[src/rtl/dot_product_stream_engine.sv]
// Streaming dot-product engine.
// Two operand vectors arrive as 1..BEATS_MAX beats of LANES elements each.
// Stage 1 registers the per-lane products. Stage 2 sums the lanes and adds
// the sum to the accumulator. The result is held until downstream takes it.
//
// Handshakes: a transfer happens on any rising edge where valid && ready are
// both high. The source holds valid and its data stable until that edge.
// The sink may raise or lower ready at any time. in_valid/in_ready carry
// operand beats, and res_valid/res_ready carry the result. res_valid is held
// with a stable result until res_ready is seen.
module dot_product_stream_engine #(
    parameter int ELEM_WIDTH = 8,
    parameter int LANES      = 4,
    parameter int BEATS_MAX  = 16,
    parameter int LEN_WIDTH  = 5,
    parameter int ACC_WIDTH  = 22
) (
    input  logic                        clk,
    input  logic                        rst,
    input  logic                        start,
    input  logic [LEN_WIDTH-1:0]        vec_len,
    input  logic                        signed_mode,
    input  logic                        in_valid,
    output logic                        in_ready,
    input  logic [LANES*ELEM_WIDTH-1:0] a_data,
    input  logic [LANES*ELEM_WIDTH-1:0] b_data,
    output logic                        res_valid,
    input  logic                        res_ready,
    output logic [ACC_WIDTH-1:0]        result,
    output logic                        busy,
    output logic                        err_len
);

    localparam int PW = 2 * ELEM_WIDTH;
    localparam int XW = ACC_WIDTH - PW;
    localparam logic [LEN_WIDTH-1:0] BEATS_MAX_L = LEN_WIDTH'(BEATS_MAX);

    localparam logic [1:0] ST_IDLE  = 2'd0;
    localparam logic [1:0] ST_LOAD  = 2'd1;
    localparam logic [1:0] ST_DRAIN = 2'd2;
    localparam logic [1:0] ST_DONE  = 2'd3;

    logic [1:0]                 state_q, state_d;
    logic [LEN_WIDTH-1:0]       len_q, len_d;
    logic                       signed_q, signed_d;
    logic [LEN_WIDTH-1:0]       cnt_q, cnt_d;
    logic [ACC_WIDTH-1:0]       acc_q, acc_d;
    logic [LANES-1:0][PW-1:0]   prod_q, prod_d;
    logic                       s1_valid_q, s1_valid_d;
    logic                       s2_valid_q, s2_valid_d;
    logic                       res_valid_q, res_valid_d;
    logic [ACC_WIDTH-1:0]       result_q, result_d;
    logic                       err_len_q, err_len_d;

    logic                       accept;
    logic                       len_ok;
    logic [ELEM_WIDTH-1:0]      a_el, b_el;
    logic [PW-1:0]              sprod, uprod;
    logic [ACC_WIDTH-1:0]       lane_sum;

    assign accept    = in_valid && (state_q == ST_LOAD);
    assign len_ok    = (vec_len != '0) && (vec_len <= BEATS_MAX_L);
    assign in_ready  = (state_q == ST_LOAD);
    assign busy      = (state_q != ST_IDLE);
    assign res_valid = res_valid_q;
    assign result    = result_q;
    assign err_len   = err_len_q;

    // Stage 1: per-lane products. The operands are extended to PW bits, so
    // the low PW bits of the product are correct for either signedness.
    always_comb begin
        prod_d     = prod_q;
        s1_valid_d = accept;
        a_el       = '0;
        b_el       = '0;
        sprod      = '0;
        uprod      = '0;
        if (accept) begin
            for (int i = 0; i < LANES; i++) begin
                a_el  = a_data[(LANES-1-i)*ELEM_WIDTH +: ELEM_WIDTH];
                b_el  = b_data[(LANES-1-i)*ELEM_WIDTH +: ELEM_WIDTH];
                sprod = {{ELEM_WIDTH{a_el[ELEM_WIDTH-1]}}, a_el} *
                        {{ELEM_WIDTH{b_el[ELEM_WIDTH-1]}}, b_el};
                uprod = {{ELEM_WIDTH{1'b0}}, a_el} * {{ELEM_WIDTH{1'b0}}, b_el};
                prod_d[i] = signed_q ? sprod : uprod;
            end
        end
    end

    // Stage 2: extend the products to accumulator width and sum the lanes.
    always_comb begin
        lane_sum   = '0;
        s2_valid_d = s1_valid_q;
        for (int i = 0; i < LANES; i++) begin
            if (signed_q) begin
                lane_sum = lane_sum + {{XW{prod_q[i][PW-1]}}, prod_q[i]};
            end else begin
                lane_sum = lane_sum + {{XW{1'b0}}, prod_q[i]};
            end
        end
    end

    // Control FSM: operation sequencing, accumulation and the result register.
    always_comb begin
        state_d     = state_q;
        len_d       = len_q;
        signed_d    = signed_q;
        cnt_d       = cnt_q;
        res_valid_d = res_valid_q;
        result_d    = result_q;
        err_len_d   = 1'b0;
        acc_d       = s1_valid_q ? (acc_q + lane_sum) : acc_q;
        case (state_q)
            ST_IDLE: begin
                if (start) begin
                    if (len_ok) begin
                        state_d  = ST_LOAD;
                        len_d    = vec_len;
                        signed_d = signed_mode;
                        cnt_d    = '0;
                        acc_d    = '0;
                    end else begin
                        err_len_d = 1'b1;
                    end
                end
            end
            ST_LOAD: begin
                if (accept) begin
                    cnt_d = cnt_q + 1'b1;
                    if (cnt_q == len_q - 1'b1) begin
                        state_d = ST_DRAIN;
                    end
                end
            end
            ST_DRAIN: begin
                // Wait until the last beat has gone through both stages.
                if (!s1_valid_q && !s2_valid_q) begin
                    result_d    = acc_q;
                    res_valid_d = 1'b1;
                    state_d     = ST_DONE;
                end
            end
            ST_DONE: begin
                if (res_ready) begin
                    res_valid_d = 1'b0;
                    state_d     = ST_IDLE;
                end
            end
            default: begin
                state_d = ST_IDLE;
            end
        endcase
    end

    // State registers with synchronous reset.
    always_ff @(posedge clk) begin
        if (rst) begin
            state_q     <= ST_IDLE;
            len_q       <= '0;
            signed_q    <= 1'b0;
            cnt_q       <= '0;
            acc_q       <= '0;
            prod_q      <= '0;
            s1_valid_q  <= 1'b0;
            s2_valid_q  <= 1'b0;
            res_valid_q <= 1'b0;
            result_q    <= '0;
            err_len_q   <= 1'b0;
        end else begin
            state_q     <= state_d;
            len_q       <= len_d;
            signed_q    <= signed_d;
            cnt_q       <= cnt_d;
            acc_q       <= acc_d;
            prod_q      <= prod_d;
            s1_valid_q  <= s1_valid_d;
            s2_valid_q  <= s2_valid_d;
            res_valid_q <= res_valid_d;
            result_q    <= result_d;
            err_len_q   <= err_len_d;
        end
    end

endmodule

[config.mk]
export PLATFORM = sky130hd
export DESIGN_NAME = dot_product_stream_engine
export DESIGN_NICKNAME = d
export VERILOG_FILES = /design/src/rtl/dot_product_stream_engine.sv
export SDC_FILE = /design/constraint.sdc
export NUM_CORES = 1
export LEC_CHECK = 0
export BUFFER_PORTS_ARGS = -buffer_cell sky130_fd_sc_hd__buf_2
export CORE_UTILIZATION = 55
export DETAILED_ROUTE_END_ITERATION = 6
export HOLD_SLACK_MARGIN = 0.05
export PLACE_DENSITY = 0.82
export SYNTH_ARGS = -nofsm -noshare
export SYNTH_HDL_FRONTEND = slang
export SYNTH_SLANG_ARGS = --single-unit
[constraint.sdc]
create_clock -name clk -period 8 [get_ports clk]
set_input_delay 2 -clock clk [delete_from_list [all_inputs] [get_ports clk]]
set_output_delay 2 -clock clk [all_outputs]
set_load 0.02 [all_outputs]
---- After elaboration in Yosys (flattened, before gate mapping) ----
Cells that the tools add are included.
W data, S select, Z words.
word-level totals
  flip-flop bits (word level) ............. 125
  input port bits ......................... 75
  output and inout bits ................... 26
  word-level logic and storage cells ...... 87
operators by class
  add/subtract/negate cells ............... 9
  $mul .................................... 8
  $lt $le $gt $ge ......................... 1
  equal/unequal tests ..................... 10
  mux-type cells .......................... 27
  bitwise gates (word level) .............. 2
  reduce and logical (&&, ||, !) cells .... 16
operators with widths
  kind                   count
  $mux W22               8
  $mul A8 B8 Y16         8
  $add A22 B22 Y22       4
  $add A22 B16 Y22       3
  $mux W16               4
  $mux W5                3
  $mux W2                6
  $pmux W5 S2            1
  $ne A2 B2 Y1 const B   4
  $pmux W2 S4            1
  $reduce_and A3 Y1      2
  $reduce_and A6 Y1      1
  $reduce_bool A2 Y1     3
  $add A5 B1 Y5 const B  1
  $eq A5 B5 Y1           1
  $le A5 B5 Y1 const B   1
  $reduce_bool A5 Y1     1
  $sub A5 B1 Y5 const B  1
  $eq A2 B2 Y1 const B   2
  $ne A2 B1 Y1 const B   2
  $reduce_and A4 Y1      1
  $logic_and A1 B1 Y1    3
  $mux W1                3
  $reduce_or A3 Y1       1
  6 further kinds        8

---- Logic depth before layout (Yosys ltp) ----
Gate-level depths: netlist of the first run.
  word-level depth ........................ 12
  mapped depth ............................ 36
  mapped depth without buffers ............ 36

---- Worst setup path after synthesis of the first run ----
Ideal clock, no wire load.
  kind .................................... input to register
  start ................................... in a_data[5]
  end ..................................... reg prod_q[63] in the netlist's numbering
  setup time .............................. 0.117 ns
  arrival time ............................ 6.293 ns
  required time ........................... 7.883 ns
  setup slack ............................. 1.590 ns
  stages .................................. 19
  path buffers ............................ 1
  cell sequence ........................... clkbuf_1 > nand2_1 > fa_1 > fa_1 > inv_1 > fa_1 > inv_1 > fa_1 > inv_1 > ha_1 > a21boi_0 > o21a_1 > o21ai_0 > nand2_1 > and4_1 > nor4b_1 > or3_1 > nand3_1 > a32o_1
between the ends
  cells in the longest elaborated chain, start to end .. 2
  elaborated cells between the ends (all ways) .. 3
  those cells by class .................... 2 x mul; 1 x mux
RTL lines
  item                                      RTL line  source
  start, declared                           25        input logic [LANES*ELEM_WIDTH-1:0] a_data,
  $mul A8 B8 Y16, on equally long branches  84, 82
  $mux W16 *                                85        prod_d[i] = signed_q ? sprod : uprod;
  end signal, assigned                      175       prod_q <= prod_d;
  end, declared                             48        logic [LANES-1:0][PW-1:0] prod_q, prod_d;
Every way passes the cells marked *; elsewhere a longest branch is shown, timed or not.
A chain may end at the register's enable or synchronous reset.

---- Final worst setup path of the first run ----
  start ................................... reg prod_q[16] in the netlist's numbering
  end ..................................... reg acc_q[21]
between the ends
  cells in the longest elaborated chain, start to end .. 11
  elaborated cells between the ends (all ways) .. 14
  those cells by class .................... 7 x add/sub; 7 x mux
RTL lines
  item                                                  RTL line  source
  $add A22 B16 Y22 or $add A22 B22 Y22 (tied branches)  98, 96
  $mux W22 *                                            95        if (signed_q) begin
  $add A22 B16 Y22 or $add A22 B22 Y22 (tied branches)  98, 96
  $mux W22 *                                            95
  $add A22 B16 Y22 or $add A22 B22 Y22 (tied branches)  98, 96
  $mux W22 *                                            95
  $add A22 B22 Y22 *                                    112       acc_d = s1_valid_q ? (acc_q + lane_sum) : acc_q;
  $mux W22 *                                            112
  $mux W22                                              116       if (len_ok) begin
  $mux W22                                              115       if (start) begin
  $mux W22 *                                            113       case (state_q)
  end signal, assigned                                  162       acc_q <= '0;
  end signal, assigned                                  174       acc_q <= acc_d;
  end, declared                                         47        logic [ACC_WIDTH-1:0] acc_q, acc_d;
Marked as above.

==> results.ini, run 1 <==
[die]
ios=101
fp.coreArea_um2=43300
dieArea_um2=44900
die_h_um=212
start_util=0.560
row_count=76
die_w_um=212

[routing]
first_pass_iters=6
initialDrtViolationCount=1092
routed_wl_um=53300
drcViolationCount=0
wl_per_cell_um=15.1
via_count=19086
ant_nets=0
viasPerCell=5.39

[logic_synthesis]
syn_avg_cell_area_um2=8.39
synth_edf_count=0
postSynthCellCount=2886
synthArstFlopShare=0
syn-num-nets=3625
synth_warnings=0
syn_area_um2=24200
synth-seq-cells=125
synth_flop_cell=dfxtp_1
synth_cell_types=60
ys_seq_area_frac=0.103

[place]
gp_congestion=0.932
dp_hpwl_um=45400
dp.cells=3507
portBuffers=100

[timing]
tns_ns=0
timing.final.crit_share=0.903
hold_viol_final=0
period_minus_slack_ns=7.23
slew_headroom=0.325
rsz0062_at_grt=no
setup_viol=0
maxSlewViolCount=0
max_freq_mhz=138
finClkSkew_ns=0.0126
worst_slew_pin_slew_ns=1.01

[cts]
cts-root-buf=clkbuf_16
htree_num_levels=4
cts_buffer_depth=2
cts_buffers=17
tritoncts=done
clkLatencyLatePin_ns=0.43
clk_pin_slew_worst_paths_ns=0.06
cts_hold_repair.buffers=0
cts.repair.resized=0
cts_num_sinks=125
cts_setup_buffers=0

[global_routing]
antenna_found_initial=0
grt.total_usage=0.250
grt_pass1_wl_um=91900
gr-total-overflow=0
grt_pass1_vias=20237
grt_max_degree=53

[worst_hold_path]
hold_depth=2
hold_end=result[1]
hp-start=result[1]
hold_path_class=flip-flop to flip-flop

[critical_path]
worst-setup-path-type=flip-flop to flip-flop
crit_path_end_kind=flip-flop
crit_fanout=6
cp_top_family=compound AO/OA/AOI/OAI gates
rr_endpoint=acc_q[21]
worst_path_max_delay_cell=fa_1
slowest_delay_ns=0.40
reg2regPathDepth=34
cpMostUsedCell=a21oi_1
setup.worst_path.start_class=flip-flop
worst-r2r-setup-slack_ns=0.77
crit_buf_inv=1
timing.rr.start=prod_q[16]
arrival_ns=7.55
crit_required_ns=8.32

[power]
p_total_w=0.00664
p_per_area_nw_per_um2=257
p_leak_nw=13.3
ir_drop_mv=0.189

[final_layout]
nets=3680
drive_gt1_frac=0.0528
diodes=0
area_delta_synth_final_pct=6.59
finalNonFillerCells=3539
nFillCells=3694

[status]
status=completed

[run]
max_cap_violations=0

state kept, by name, indices dropped and copies added, names as in the netlist, 2 cells and up:
register	flops
acc_q	22
cnt_q	5
len_q	5
prod_q	64
result	22
state_q	2
worst max-delay path by stage:
stage / start / end / slack, ns / cells after the start
after floorplan: a_data[5] / prod_q[63] / 1.59 / 19
after global placement: prod_q[16] / acc_q[21] / 1.28 / 34
after detailed placement: prod_q[16] / acc_q[21] / 0.93 / 34
after CTS: prod_q[16] / acc_q[21] / 0.85 / 34
after global routing: prod_q[16] / acc_q[21] / 0.26 / 36
final: prod_q[16] / acc_q[21] / 0.77 / 34
Yosys cell counts, types with 3 or more instances:
master	number	area (µm²)
nand2_1	301	1130
o21ai_0	101	505
nand2b_1	14	87.6
and2_1	137	857
o21bai_1	17	128
nor3_1	47	235
nand4_1	6	37.5
mux2_2	5	56.3
clkbuf_1	59	221
a31o_2	3	26.3
a31oi_1	4	25.0
a21o_1	43	323
fa_1	344	6890
and4_1	3	26.3
dfxtp_1	125	2500
xnor2_1	131	1150
a311oi_1	13	114
a21boi_0	10	75.1
buf_1	11	41.3
inv_1	598	2240
mux2i_1	35	350
nor4_1	3	18.8
nand3_1	36	180
or2_2	3	18.8
ha_1	320	4000
nor2b_1	55	344
o21a_1	19	143
o21ai_1	3	15.0
nor4b_1	5	43.8
and3_1	6	37.5
a21oi_1	139	696
o211ai_1	12	90.1
or3_1	15	93.8
nor2_1	153	574
xor2_1	42	368
o41ai_1	6	52.6
a32o_1	3	30.0
a211oi_1	34	255
per-stage QoR:
step                hold WS (ns)   util  cell area (µm²)  setup WS [ns]
detailed placement         0.445  0.583            25200          0.932
floorplan                  0.435      -            24200           1.59
global route               0.470  0.597            25800          0.260
CTS                        0.453  0.597            25800          0.849
finish                     0.450  0.597            25800          0.772
global placement           0.442  0.583            25200           1.28
per-layer routing:
metal / share of wire / global-route usage / wire length [µm] / vias to the layer above
met5: 0 / 0 / 0 / -
li1: - / - / - / 9257
met1: 0.42 / 0.309 / 22500 / 9284
met3: 0.039 / 0.0254 / 2060 / 97
met4: 0.026 / 0.0760 / 1380 / 0
met2: 0.51 / 0.455 / 27400 / 448
tightest hold or removal path, delay by kind of cell, from the launching register on:
kind               cells  cell delay (ns)
AOI/OAI and AO/OA      1             0.05
DFF                    1             0.30
and+or+nand+nor        1             0.05
cell type report:
class	count	area, µm²	share of cell area
multi-input cells	2093	19200	0.744
well taps	585	732	0.0284
repair buffers	106	548	0.0212
clock buffers	18	439	0.0170
clock inverters	14	136	0.00528
inverters	598	2240	0.0870
flip-flops and latches	125	2500	0.0970
logic make-up (layout without fill, tap and decap cells):
logic type / after synthesis / count (layout) / synth area share
AND/OR/NAND/NOR: 789 / 789 / 0.154
buffers and inverters: 668 / 736 / 0.104
adder cells (fa/ha/maj): 664 / 664 / 0.450
AO/OA/AOI/OAI: 427 / 427 / 0.110
XOR/XNOR: 173 / 173 / 0.0626
flip-flops: 125 / 125 / 0.103
multiplexers: 40 / 40 / 0.0168
power by group:
part           internal [W]  switching (W)
sequential         0.000715      0.0000790
clock              0.000441       0.000308
combinational       0.00222        0.00288
total               0.00337        0.00326
layout by cell type, fill, tap and decap left out, types with 34 or more instances in the layout:
cell type | synthesis | layout
a211oi_1 | 34 | 34
a21o_1 | 43 | 43
a21oi_1 | 139 | 139
and2_1 | 137 | 136
buf_2 | 0 | 99
dfxtp_1 | 125 | 124
fa_1 | 344 | 344
ha_1 | 320 | 320
inv_1 | 598 | 598
mux2i_1 | 35 | 35
nand2_1 | 301 | 301
nand3_1 | 36 | 36
nor2_1 | 153 | 153
nor2b_1 | 55 | 55
nor3_1 | 47 | 47
o21ai_0 | 101 | 101
xnor2_1 | 131 | 131
xor2_1 | 42 | 42
Note: power is estimated with default switching activity, not from simulation.
==> inputs of run 2 (changes only) <==
--- a/config.mk
+++ b/config.mk
@@ -5,6 +5,7 @@
 export SDC_FILE = /design/constraint.sdc
 export NUM_CORES = 1
 export LEC_CHECK = 0
+export ABC_AREA = 1
 export BUFFER_PORTS_ARGS = -buffer_cell sky130_fd_sc_hd__buf_2
 export CORE_UTILIZATION = 55
 export DETAILED_ROUTE_END_ITERATION = 6
==> run 2 against run 1 <==
Register-to-register slack better by 1.1 ns. Via count up 11%. Final cell count is 14% higher. Synthesized area increased by 4.2%. Critical path type unchanged. Critical endpoint unchanged. Largest cell class unchanged. Largest power group unchanged. Highest routed layer unchanged.
==> results.ini, run 2 <==
[critical_path]
crit_fanout=6
worst-setup-path-type=flip-flop to flip-flop
reg2regPathDepth=39
cpMostUsedCell=nand2_1
crit_required_ns=8.34
rr_endpoint=acc_q[21]
slowest_delay_ns=0.40
worst_path_max_delay_cell=fa_1
worst-r2r-setup-slack_ns=1.83
timing.rr.start=prod_q[0]
crit_path_end_kind=flip-flop
setup.worst_path.start_class=flip-flop
arrival_ns=6.50

[routing]
viasPerCell=5.25
wl_per_cell_um=14.3
routed_wl_um=57600
ant_nets=0
first_pass_iters=6
initialDrtViolationCount=1486
drcViolationCount=0
via_count=21110

[logic_synthesis]
synth_warnings=0
synth_edf_count=0
syn_area_um2=25200
syn_avg_cell_area_um2=7.44
yosysMostFrequentCell=inv_1
synth-seq-cells=125
synthArstFlopShare=0
synth_common_cells=inv_1, nand2_1, fa_1
synth_flop_cell=dfxtp_1
synth_top_area_share=0.273
syn-num-nets=4133
ys_seq_area_frac=0.0991
synth_cell_types=54
ys_top_cells_by_area=fa_1, ha_1, inv_1
yosys.area.top_type=fa_1
postSynthCellCount=3394

[global_routing]
gr-total-overflow=0
grt.total_usage=0.257
antenna_found_initial=1
grt_max_degree=95
grt_pass1_vias=21287
grt_pass1_wl_um=99600

[power]
p_per_area_nw_per_um2=264
p_total_w=0.00706
p_leak_nw=15.5
ir_drop_mv=0.191

[timing]
rsz0062_at_grt=no
tns_ns=0
max_freq_mhz=162
setup_viol=0
timing.final.crit_share=0.771
slew_headroom=0.354
hold_viol_final=0
worst_slew_pin_slew_ns=0.965
finClkSkew_ns=0.0131
maxSlewViolCount=0
period_minus_slack_ns=6.17

[cts]
cts_num_sinks=125
cts_buffer_depth=2
clk_pin_slew_worst_paths_ns=0.07
cts_buffers=17
cts_setup_buffers=0
cts-root-buf=clkbuf_16
tritoncts=done
cts.repair.resized=0
cts_hold_repair.buffers=0
clkLatencyLatePin_ns=0.44
htree_num_levels=4

[place]
portBuffers=100
gp_congestion=0.943
dp_hpwl_um=48300
place_area_um2=26100

[worst_hold_path]
hp-start=result[6]
hold_depth=2
hold_end=result[6]
hold_path_class=flip-flop to flip-flop

[final_layout]
largest_register_ffs=64
mostFrequentLayoutCell=inv_1
drive_gt1_frac=0.0579
nFillCells=4112
regMostFlops=prod_q
seq_area_um2=2500
final_area_um2=26700
area_delta_synth_final_pct=5.84
layout_common_cells=inv_1, nand2_1, fa_1, ha_1, a21oi_1
nets=4146
multi_input_area_um2=19000

[die]
start_util=0.557
die_w_um=216
fp.coreArea_um2=45300
ios=101
die_h_um=216
row_count=78
dieArea_um2=46800

[run]
max_cap_violations=0

[status]
status=completed

## run 2: cell count changes in the layout (fill, tap and decap cells not counted), sizes merged, moves of 31 or more
cell,delta
inv,+292
nand2,+289
and2,-138
a21oi,+87
o21ai,+85
xnor2,-79
nand3,+73
nor2b,-55
o211ai,+38
mux2i,-35
a31oi,+34
a211oi,-31
a21o,-31
## run 2: logic make-up (layout without fill, tap and decap cells)
kind of cell / Yosys count / in the layout / synth area share
AO/OA/AOI/OAI: 562 / 562 / 0.128
buffers and inverters: 999 / 1025 / 0.149
XOR/XNOR: 122 / 122 / 0.0423
other: 0 / 1 / 0
AND/OR/NAND/NOR: 922 / 922 / 0.150
adder cells (fa/ha/maj): 664 / 664 / 0.431
flip-flops: 125 / 125 / 0.0991
## run 2: worst max-delay path, delay by kind of cell (launching register included)
kind                     cells  cell delay, ns
flip-flops                   1            0.37
AO/OA/AOI/OAI                9            1.64
XOR/XNOR                     3            0.52
adder cells (fa/ha/maj)      5            1.61
AND/OR/NAND/NOR             18            1.68
buffers and inverters        4            0.26
## run 2: worst max path at each step
stage               startpoint          to  slack, ns  cells past startpoint
floorplan           b_data[31]  prod_q[12]       2.04                     20
global placement    b_data[23]  prod_q[28]       1.80                     19
detailed placement  b_data[15]  prod_q[46]       1.67                     23
CTS                  prod_q[0]   acc_q[21]       1.84                     40
global route         prod_q[0]   acc_q[21]       1.05                     40
finish               prod_q[0]   acc_q[21]       1.83                     39
## run 2: final cells by class
| cell class | instances | area share |
|---|---|---|
| repair buffers | 106 | 0.0204 |
| well taps | 600 | 0.0281 |
| clock inverters | 14 | 0.00642 |
| diodes | 1 | 0.0000937 |
| clock buffers | 18 | 0.0161 |
| inverters | 887 | 0.125 |
| multi-input cells | 2270 | 0.711 |
| flip-flops and latches | 125 | 0.0937 |
## run 2: power by group
part	internal, W	leakage (nW)	total, W	switching [W]
sequential	0.000753	1.02	0.000855	0.000102
clock	0.000471	0.292	0.000813	0.000341
combinational	0.00208	14.2	0.00539	0.00332
total	0.00330	15.5	0.00706	0.00376
## run 2: routing by layer
layer,vias to the layer above,share of wire,global-route usage
met1,9977,0.45,0.348
met4,0,0.018,0.0592
met3,82,0.051,0.0227
met2,579,0.49,0.444
met5,-,0,0
li1,10472,-,-
## run 2: through the flow
step / std cells / hold slack [ns] / utilization / setup WS [ns]
after floorplan: 3394 / 0.444 / - / 2.04
after global placement: 3988 / 0.456 / 0.577 / 1.80
after detailed placement: 3988 / 0.467 / 0.577 / 1.67
after CTS: 4020 / 0.481 / 0.590 / 1.84
after global routing: 4021 / 0.491 / 0.590 / 1.05
final: 4021 / 0.477 / 0.590 / 1.83
==> inputs of run 3 (changes only) <==
--- a/config.mk
+++ b/config.mk
@@ -10,7 +10,7 @@
 export CORE_UTILIZATION = 55
 export DETAILED_ROUTE_END_ITERATION = 6
 export HOLD_SLACK_MARGIN = 0.05
-export PLACE_DENSITY = 0.82
+export PLACE_DENSITY = 0.85
 export SYNTH_ARGS = -nofsm -noshare
 export SYNTH_HDL_FRONTEND = slang
 export SYNTH_SLANG_ARGS = --single-unit
==> constraint.sdc (replaced) <==
create_clock -name clk -period 5.63 [get_ports clk]
set_input_delay 1.4075 -clock clk [delete_from_list [all_inputs] [get_ports clk]]
set_output_delay 1.4075 -clock clk [all_outputs]
set_load 0.02 [all_outputs]
==> run 3 against run 2 <==
Combinational power increased by 46%. Sequential cell count unchanged. Die area unchanged. Power rose by 44%. Largest power group unchanged. Highest routed layer unchanged.
==> results.ini, run 3 (synthesized netlist as in run 2, its figures left out) <==
[cts]
tritoncts=done
clk_pin_slew_worst_paths_ns=0.07
cts_buffers=17
cts-root-buf=clkbuf_16
htree_num_levels=4
clkLatencyLatePin_ns=0.42
cts_num_sinks=125
cts_buffer_depth=2

[critical_path]
cpMostUsedCell=nand2_2
crit_path_end_kind=flip-flop
worst-setup-path-type=flip-flop to flip-flop
worst_path_max_delay_cell=ha_2
worst-r2r-setup-slack_ns=0.03
arrival_ns=5.92
rr_endpoint=acc_q[21]
timing.rr.start=prod_q[16]
slowest_delay_ns=0.39
reg2regPathDepth=40
crit_required_ns=5.95
setup.worst_path.start_class=flip-flop
crit_fanout=4

[final_layout]
diodes=0
final_area_um2=27300
finalNonFillerCells=4063
seq_area_um2=2510
multi_input_area_um2=19200
mostFrequentLayoutCell=inv_1
layout_common_cells=inv_1, nand2_1, fa_1, ha_1, a21oi_1
largest_register_ffs=64
regMostFlops=prod_q
nets=4189
area_delta_synth_final_pct=8.02
nFillCells=3963
drive_gt1_frac=0.0858

[timing]
maxSlewViolCount=0
max_freq_mhz=179
timing.final.crit_share=0.995
rsz0062_at_grt=yes
finClkSkew_ns=0.00996
hold_ws_ns=0.474
tns_ns=0
hold_viol_final=0
worst_slew_pin_slew_ns=1.11
period_minus_slack_ns=5.60
slew_headroom=0.257
setup_ws_ns=0.0308
setup_viol=0

[place]
place_area_um2=26400
gp_congestion=0.965
place_ws_ns=-0.105
portBuffers=100
dp_hpwl_um=47800
dp.cells=4025

[die]
die_h_um=216
fp.coreArea_um2=45300
dieArea_um2=46800
ios=101
start_util=0.557
row_count=78
die_w_um=216

[routing]
ant_nets=0
drcViolationCount=0
routed_wl_um=57700
initialDrtViolationCount=1584
wl_per_cell_um=14.2
route.met2.wl_um=28300
route.met3.wl_um=2830
first_pass_iters=7
viasPerCell=5.29
via_count=21510
top_layer=met4
m1WireLength_um=25300

[worst_hold_path]
hold_end=res_valid
hp-start=res_valid
hold_path_class=flip-flop to flip-flop
hold_depth=2

[power]
p_leak_nw=15.7
switching_share=0.531
ir_drop_mv=0.264
p_int_w=0.00477
power.share.clock=0.107
p_switching_w=0.00541
pwr-share-seq=0.119
p_per_area_nw_per_um2=373
combPwrFrac=0.775

[global_routing]
grt.total_usage=0.254
grt_pass1_wl_um=99400
grt_pass1_vias=21894
grt_max_degree=94
antenna_found_initial=0
gr-total-overflow=0

[status]
status=completed

[run]
max_cap_violations=0

[run 3: cell count changes in the layout (fill, tap and decap cells not counted), sizes merged]
cell	delta
buf	+43
bufinv	-1
clkbuf	-1
clkinv	+1
clkinvlp	+1
diode	-1
[run 3: how the worst max path moves through the flow]
stage / startpoint / end
final: prod_q[16] / acc_q[21]
after global routing: prod_q[16] / acc_q[21]
after detailed placement: prod_q[0] / acc_q[21]
after CTS: prod_q[0] / acc_q[21]
after global placement: b_data[10] / prod_q[45]
after floorplan: b_data[31] / prod_q[12]
[run 3: area by class of cell]
class                   count  area share
inverters                 887       0.122
multi-input cells        2270       0.706
clock buffers              17      0.0156
clock inverters            15     0.00541
flip-flops and latches    125      0.0919
repair buffers            149      0.0318
well taps                 600      0.0275
[run 3: repair_timing]
item                                    in CTS  in global routing
gates resized for setup                      6                 63
hold buffers                                 0                  0
setup buffers                                1                  5
endpoints found under the setup margin       3                 10
pin swaps                                    1                 33
[run 3: power by group through the flow]
stage                     clock (W)  sequential (W)  combinational [W]
after floorplan                   0         0.00124            0.00587
after global placement            0         0.00122            0.00744
after detailed placement          0         0.00122            0.00765
after CTS                   0.00110         0.00120            0.00774
after global routing        0.00114         0.00122            0.00903
final                       0.00109         0.00121            0.00788
[run 3: worst max-delay path: cells and delay by family, from the launching register on]
family,cells,cell delay (ns)
buffers and inverters,3,0.24
AND/OR/NAND/NOR,21,1.72
AO/OA/AOI/OAI,8,1.14
XOR/XNOR,3,0.41
flip-flops,1,0.36
adder cells (fa/ha/maj),5,1.58
[run 3: stage by stage]
stage               utilization  power (W)
floorplan                     -    0.00711
global placement          0.583    0.00866
detailed placement        0.583    0.00887
CTS                       0.596     0.0100
global route              0.602     0.0114
finish                    0.602     0.0102
[run 3: layer usage]
layer / global-route usage / vias to the layer above
met3: 0.0240 / 123
met4: 0.0678 / 0
met5: 0 / -
li1: - / 10563
met2: 0.447 / 613
met1: 0.334 / 10211
